--- config.mk ---
export PLATFORM = sky130hd
export DESIGN_NAME = baud_gen_flat
export DESIGN_NICKNAME = d
export VERILOG_FILES = /design/src/rtl/uart_pkg.sv /design/src/rtl/baud_gen_if.sv /design/src/rtl/clk_div_strobe.sv /design/src/rtl/baud_gen.sv /design/src/flat_wrapper.sv
export SDC_FILE = /design/constraint.sdc
export NUM_CORES = 1
export LEC_CHECK = 0
export CAP_MARGIN = 20
export CORE_MARGIN = 5
export CORE_UTILIZATION = 61
export DETAILED_ROUTE_END_ITERATION = 8
export GPL_ROUTABILITY_DRIVEN = 0
export PLACE_DENSITY = 0.89
export SETUP_SLACK_MARGIN = 0.05
export SLEW_MARGIN = 40
export SYNTH_ARGS = -nofsm -noshare
export SYNTH_HDL_FRONTEND = slang
export SYNTH_SLANG_ARGS = --single-unit
--- constraint.sdc ---
create_clock -name clk -period 2.41 [get_ports clk]
set_input_delay 0.6025 -clock clk [delete_from_list [all_inputs] [get_ports clk]]
set_output_delay 0.6025 -clock clk [all_outputs]
set_load 0.05 [all_outputs]
--- src/rtl/uart_pkg.sv ---
// Shared UART timing helpers: rounding divider math and divider sanity check,
// used by the baud generator and available to the transmitter and receiver.
package uart_pkg;

  localparam int unsigned MIN_DIV = 2;

  // Integer divide rounded to nearest, for clock-to-baud divider ratios.
  function automatic int unsigned round_div(input int unsigned num, input int unsigned den);
    return (num + den / 2) / den;
  endfunction

  function automatic bit div_ok(input int unsigned div);
    return div >= MIN_DIV;
  endfunction

endpackage

--- src/rtl/baud_gen_if.sv ---
// Timing strobes from the baud generator to the UART transmitter and receiver.
interface baud_gen_if;
  logic Tx_en;
  logic Rx_en;

  modport master (output Tx_en, output Rx_en);
  modport slave  (input  Tx_en, input  Rx_en);
endinterface

--- src/rtl/clk_div_strobe.sv ---
// Free-running divide-by-DIV counter emitting a registered one-cycle strobe
// on every DIV-th clock after reset release.
module clk_div_strobe
  import uart_pkg::*;
#(
    parameter int unsigned DIV = 2
) (
    input  logic clk,
    input  logic reset,
    output logic strobe
);

    localparam int unsigned         CNT_W    = $clog2(DIV);
    localparam logic [CNT_W-1:0]    CNT_LAST = CNT_W'(DIV - 1);

    if (!div_ok(DIV)) begin : g_div_too_small
        $error("clk_div_strobe: DIV must be at least 2");
    end

    logic [CNT_W-1:0] cnt_d, cnt_q;
    logic             strobe_d, strobe_q;

    always_comb begin
        // NOTE: every output gets a default first so no path leaves it unassigned (no latch).
        cnt_d    = cnt_q + 1'b1;
        strobe_d = 1'b0;
        if (cnt_q == CNT_LAST) begin
            cnt_d    = '0;
            strobe_d = 1'b1;
        end
    end

    always_ff @(posedge clk or negedge reset) begin
        if (!reset) begin
            // NOTE: non-blocking so every flop samples pre-edge values regardless of statement order.
            cnt_q    <= '0;
            strobe_q <= 1'b0;
        end else begin
            cnt_q    <= cnt_d;
            strobe_q <= strobe_d;
        end
    end

    assign strobe = strobe_q;

endmodule

--- src/rtl/baud_gen.sv ---
// UART baud-rate enable generator: Tx_en once per bit, Rx_en RX_OVERSAMPLE
// times per bit, each from its own free-running divider.
module baud_gen
  import uart_pkg::*;
#(
    parameter int unsigned CLK_FREQ_HZ   = 10_000_000,
    parameter int unsigned BAUD          = 9600,
    parameter int unsigned RX_OVERSAMPLE = 1
) (
    input  logic              clk,
    input  logic              reset,
    baud_gen_if.master        bg
);

    localparam int unsigned TX_DIV = round_div(CLK_FREQ_HZ, BAUD);
    localparam int unsigned RX_DIV = round_div(CLK_FREQ_HZ, BAUD * RX_OVERSAMPLE);

    if (RX_OVERSAMPLE != 1 && RX_OVERSAMPLE != 16) begin : g_bad_oversample
        $error("baud_gen: RX_OVERSAMPLE must be 1 or 16");
    end

    clk_div_strobe #(.DIV(TX_DIV)) u_tx_div (
        .clk    (clk),
        .reset  (reset),
        .strobe (bg.Tx_en)
    );

    clk_div_strobe #(.DIV(RX_DIV)) u_rx_div (
        .clk    (clk),
        .reset  (reset),
        .strobe (bg.Rx_en)
    );

endmodule

--- src/flat_wrapper.sv ---
// flat-port wrapper written by rule: the top's interface ports become plain ports
module baud_gen_flat import uart_pkg::*;
#(
    parameter int unsigned CLK_FREQ_HZ   = 10_000_000,
    parameter int unsigned BAUD          = 9600,
    parameter int unsigned RX_OVERSAMPLE = 1
)
  (clk, reset, bg_Tx_en, bg_Rx_en);
  baud_gen_if bg_i ();
  input  logic clk;
  input  logic reset;
  output wire logic [$bits(bg_i.Tx_en)-1:0] bg_Tx_en;
  output wire logic [$bits(bg_i.Rx_en)-1:0] bg_Rx_en;
  assign bg_Tx_en = bg_i.Tx_en;
  assign bg_Rx_en = bg_i.Rx_en;
  baud_gen #(.CLK_FREQ_HZ(CLK_FREQ_HZ), .BAUD(BAUD), .RX_OVERSAMPLE(RX_OVERSAMPLE)) u_core (.clk(clk), .reset(reset), .bg(bg_i));
endmodule
=== Word-level counts from Yosys, hierarchy flattened ===
Cells that the tools add are included.

* Mux-type cells: 4
* $add $sub $neg: 2
* Equal/unequal tests: 2

{| class="wikitable"
|+ Operators with widths
! kind !! number
|-
| 11-bit by 1-bit adder with 11-bit output, second input constant || 2
|-
| 11-bit == test, second input constant || 2
|-
| 11-bit 2-to-1 mux || 2
|-
| 1-bit 2-to-1 mux || 2
|}

* Register bits after elaboration: 24

=== Depth between registers and ports, before layout ===
* Depth in word-level cells: 2
* Gate-level depth with buffers: 6

=== Cells and area by module ===
Synthesis repeated with hierarchy kept, for this count alone.

* Cell total of the unflattened synthesis: 98
* Area total of the unflattened synthesis: 1096.1 um^2

{| class="wikitable"
|+ Modules (own cells, without submodules)
! module !! cells an instance !! instances !! seq. area each (um^2) !! area each (um^2)
|-
| clk_div_strobe || 49 || 2 || 300.3 || 548.0
|}

=== Worst setup path before layout ===
No wires, ideal clock.

* Path kind: register to register
* Start point: reg u_core.u_rx_div.cnt_q[0]
* End point: reg u_core.u_rx_div.cnt_q[10]
* Slack: 1.025 ns
* Period minus slack after synthesis: 1.385 ns
* Required time: 2.337 ns
* Library setup time: 0.073 ns
* Arrival time: 1.312 ns
* Stages on the path, launching flop included: 5
* Path buffers: 0
* Path through: dfrtp_1 -> ha_1 -> nand2_1 -> or4_4 -> a21oi_2

* Longest elaborated chain between the ends: 2

{| class="wikitable"
|+ Ends and longest elaborated chain
! what !! RTL line !! source
|-
| start, declared || clk_div_strobe.sv:20 || <nowiki>logic [CNT_W-1:0] cnt_d, cnt_q;</nowiki>
|-
| start signal, assigned || clk_div_strobe.sv:39 || <nowiki>cnt_q <= cnt_d;</nowiki>
|-
| 11-bit by 1-bit adder with 11-bit output / 11-bit == test (equally long branches) || clk_div_strobe.sv:25, clk_div_strobe.sv:27 ||
|-
| 11-bit 2-to-1 mux * || clk_div_strobe.sv:27 || <nowiki>if (cnt_q == CNT_LAST) begin</nowiki>
|-
| via u_core.u_rx_div.cnt_d[10] || clk_div_strobe.sv:20 ||
|}

Mark *: on every way through the listed nets, which the timed path passes. The rest lies on a longest branch.

=== Worst setup path in the final report ===
* Start point: reg u_core.u_tx_div.strobe_q, in the netlist u_core.u_tx_div.strobe
* End point: out bg_Tx_en

{| class="wikitable"
|+ RTL lines
! what !! RTL line !! source
|-
| start, declared || clk_div_strobe.sv:21 || <nowiki>logic strobe_d, strobe_q;</nowiki>
|-
| start signal, assigned || clk_div_strobe.sv:40 || <nowiki>strobe_q <= strobe_d;</nowiki>
|-
| end, declared || flat_wrapper.sv:12 || <nowiki>output wire logic [$bits(bg_i.Tx_en)-1:0] bg_Tx_en;</nowiki>
|}

No word-level cell between the ends.

==> flow_metrics.py <==
metrics = {
    "outcome": {
        "status": "finished, final reports clean",
    },
    "critical_path": {
        "path_class": "reg2out",
        "r2r_cells": 4,
        "r2r-end": "u_core.u_rx_div.cnt_q[10]",
        "cp_slowest_cell": "clkdlybuf4s50_1",
        "slowest_delay_ns": 0.80,
        "r2r_slack_ns": 0.87,
        "reg2reg_from": "u_core.u_rx_div.cnt_q[0]",
        "start_kind": "register",
        "worstPathRequired_ns": 1.81,
        "path_cells": "clkdlybuf4s50_1",
        "path_max_fanout": 1,
        "worst-path-buf-inv": 1,
        "endpoint_kind": "output port",
        "cp.arrival_ns": 1.46,
        "crit_family": "buffers and inverters",
    },
    "timing": {
        "finalHoldViolations": 0,
        "setup_ws_ns": 0.349,
        "slew_headroom": 0.667,
        "skew_ns": 0.00397,
        "worst_slew_pin_slew_ns": 0.498,
        "fin_crit_ns": 2.06,
        "finalSetupTns_ns": 0,
        "slew_viol_final": 0,
        "finalSetupViolCount": 0,
        "holdWs_ns": 0.527,
        "rsz0062_at_grt": "no",
        "post-route-period-util": 0.855,
        "fmax_mhz": 485,
    },
    "cts": {
        "postCtsHoldBufs": 0,
        "h-tree-depth": 1,
        "cts_tree": "built",
        "cts-root-buf": "clkbuf_4",
        "numCtsBuffers": 3,
        "post_cts_buffers": 0,
        "clock_path_buffers": 2,
        "clkTransAtPathRegs_ns": 0.12,
        "clock_latency_ns": 0.32,
        "clkSinkCount": 24,
        "ctsResizeCount": 0,
    },
    "power": {
        "internal_power_uw": 464,
        "powerDensity_mw_per_mm2": 500,
        "p_comb_frac": 0.017,
        "peakVddDrop_uv": 474,
        "p_sw_frac": 0.211,
        "power_uw": 588,
        "power_switching_uw": 124,
        "seq_power_share": 0.685,
        "p_clk_frac": 0.298,
        "cellLeakagePower_nw": 0.480,
    },
    "floorplan": {
        "coreArea_mm2": 0.00171,
        "fp.dieH_um": 52.3,
        "die_area_mm2": 0.00273,
        "die_width_um": 52.3,
        "pin_count": 4,
        "row_count": 15,
        "start_util": 0.639,
    },
    "min_path": {
        "hold_path_depth": 1,
        "min_to": "u_core.u_tx_div.cnt_q[9]",
        "hp-start": "u_core.u_tx_div.cnt_q[9]",
        "hold_path_class": "reg2reg",
    },
    "global_routing": {
        "grt_pass1_wl_mm": 3.25,
        "antenna_found_initial": 0,
        "grt_max_degree": 25,
        "grt_util_all_layers": 0.170,
        "grt_pass1_vias": 709,
        "grt_overflow": 0,
    },
    "synth": {
        "synth_cell_types": 22,
        "synth_most_common_cell": "dfrtp_1",
        "async_flop_share": 1.00,
        "synth_edf_count": 0,
        "syn_area_per_cell_um2": 11.4,
        "ys_warn_count": 0,
        "synth_top_area_frac": 0.550,
        "ys_top_cells_by_area": "dfrtp_1 55%, xnor2_1 8.0%, xor2_1 4.8%, ha_1 4.6%, nand4_1 3.4%",
        "synth_top_area_cell": "dfrtp_1",
        "syn_nets": 102,
        "synth_cells": 96,
        "syn_area_mm2": 0.00109,
        "yosysSeqAreaShare": 0.550,
        "synth_top_flop_cell": "dfrtp_1",
        "synth_common_cells": "24 x dfrtp_1, 10 x nor2_1, 10 x xnor2_1",
        "ys_ff_latch": 24,
    },
    "cells_and_area": {
        "drive_above_1_share": 0.0693,
        "area_delta_synth_final_pct": 7.68,
        "fin_cells": 126,
        "fin_util": 0.688,
        "nNetsFinal": 109,
        "diodes": 0,
        "num-fill-cells": 115,
        "finalInstanceArea_mm2": 0.00117,
    },
    "detailed_routing": {
        "drt_wl_total_mm": 1.80,
        "wl_per_cell_um": 14.3,
        "drc": 0,
        "vias": 710,
        "drtIter0Drc": 19,
        "drt_pre_antenna_iters": 4,
        "postRouteAntennaNets": 0,
        "avgViaCountPerCell": 5.63,
    },
    "placement": {
        "hpwlAfterDp_mm": 1.21,
        "portBuffers": 3,
        "dp.cells": 123,
        "place_ws_ns": 0.706,
        "dpl-instance-area_mm2": 0.00115,
    },
    "run": {
        "timing.max_cap.violations": 0,
    },
}
-- how the worst max path moves through the flow --
stage                              from  cells after the start                        end
6_report         u_core.u_tx_div.strobe                      1                   bg_Tx_en
5_1_grt          u_core.u_tx_div.strobe                      1                   bg_Tx_en
2_1_floorplan  u_core.u_rx_div.cnt_q[0]                      4  u_core.u_rx_div.cnt_q[10]
4_1_cts          u_core.u_tx_div.strobe                      1                   bg_Tx_en
3_5_place_dp     u_core.u_tx_div.strobe                      1                   bg_Tx_en
3_3_place_gp     u_core.u_tx_div.strobe                      1                   bg_Tx_en
-- power by group through the flow --
| stage | Sequential (mW) | Combinational, mW | Clock (mW) |
|---|---|---|---|
| 3_5_place_dp | 0.410 | 0.0105 | 0 |
| 3_3_place_gp | 0.410 | 0.0102 | 0 |
| 6_report | 0.403 | 0.0100 | 0.175 |
| 5_1_grt | 0.403 | 0.0119 | 0.200 |
| 4_1_cts | 0.403 | 0.0106 | 0.177 |
| 2_1_floorplan | 0.410 | 0.000000147 | 0 |
-- logic make-up (layout without fill, tap and decap cells) --
family | count (synthesis) | after routing | share of synthesized area
compound gates | 4 | 4 | 0.0264
xor+xnor | 16 | 16 | 0.128
fa+ha+maj | 4 | 4 | 0.0459
buf+inv | 6 | 11 | 0.0206
flops | 24 | 24 | 0.550
simple gates | 42 | 42 | 0.228
-- per-layer routing --
metal / global-route usage / vias to the layer above / share of wire
met5: 0 / - / 0
met4: 0.102 / 0 / 0.027
met3: 0.0427 / 6 / 0.034
met2: 0.233 / 6 / 0.44
met1: 0.239 / 349 / 0.50
li1: - / 349 / -
-- registers in the layout, summed over array words and instances, names as in the netlist --
name                    count
u_core.u_rx_div.strobe      1
u_core.u_rx_div.cnt_q      11
u_core.u_tx_div.cnt_q      11
u_core.u_tx_div.strobe      1
-- area by class of cell --
class	count	area [µm²]	share of cell area
timing repair buffer	4	37.5	0.0319
tap	25	31.3	0.0266
clock buffer	3	22.5	0.0192
multi-input combinational	66	468	0.398
inverter	4	15.0	0.0128
sequential	24	601	0.511
-- placed cells by master (no fill, tap or decap) --
master	instances
nor3_1	3
or4_1	1
nand3_4	1
buf_4	1
xor2_1	6
xnor2_1	10
and3_1	2
clkbuf_4	3
or4_4	1
o31ai_1	2
nand2_1	4
nand3_1	7
ha_1	4
nor4_1	1
and4_1	2
inv_1	4
a21oi_1	1
and4b_1	1
dfrtp_1	24
nor4b_1	3
a21oi_2	1
nor2_1	10
nand4_1	6
clkdlybuf4s50_1	3
Note: power is estimated with default switching activity, not from simulation.
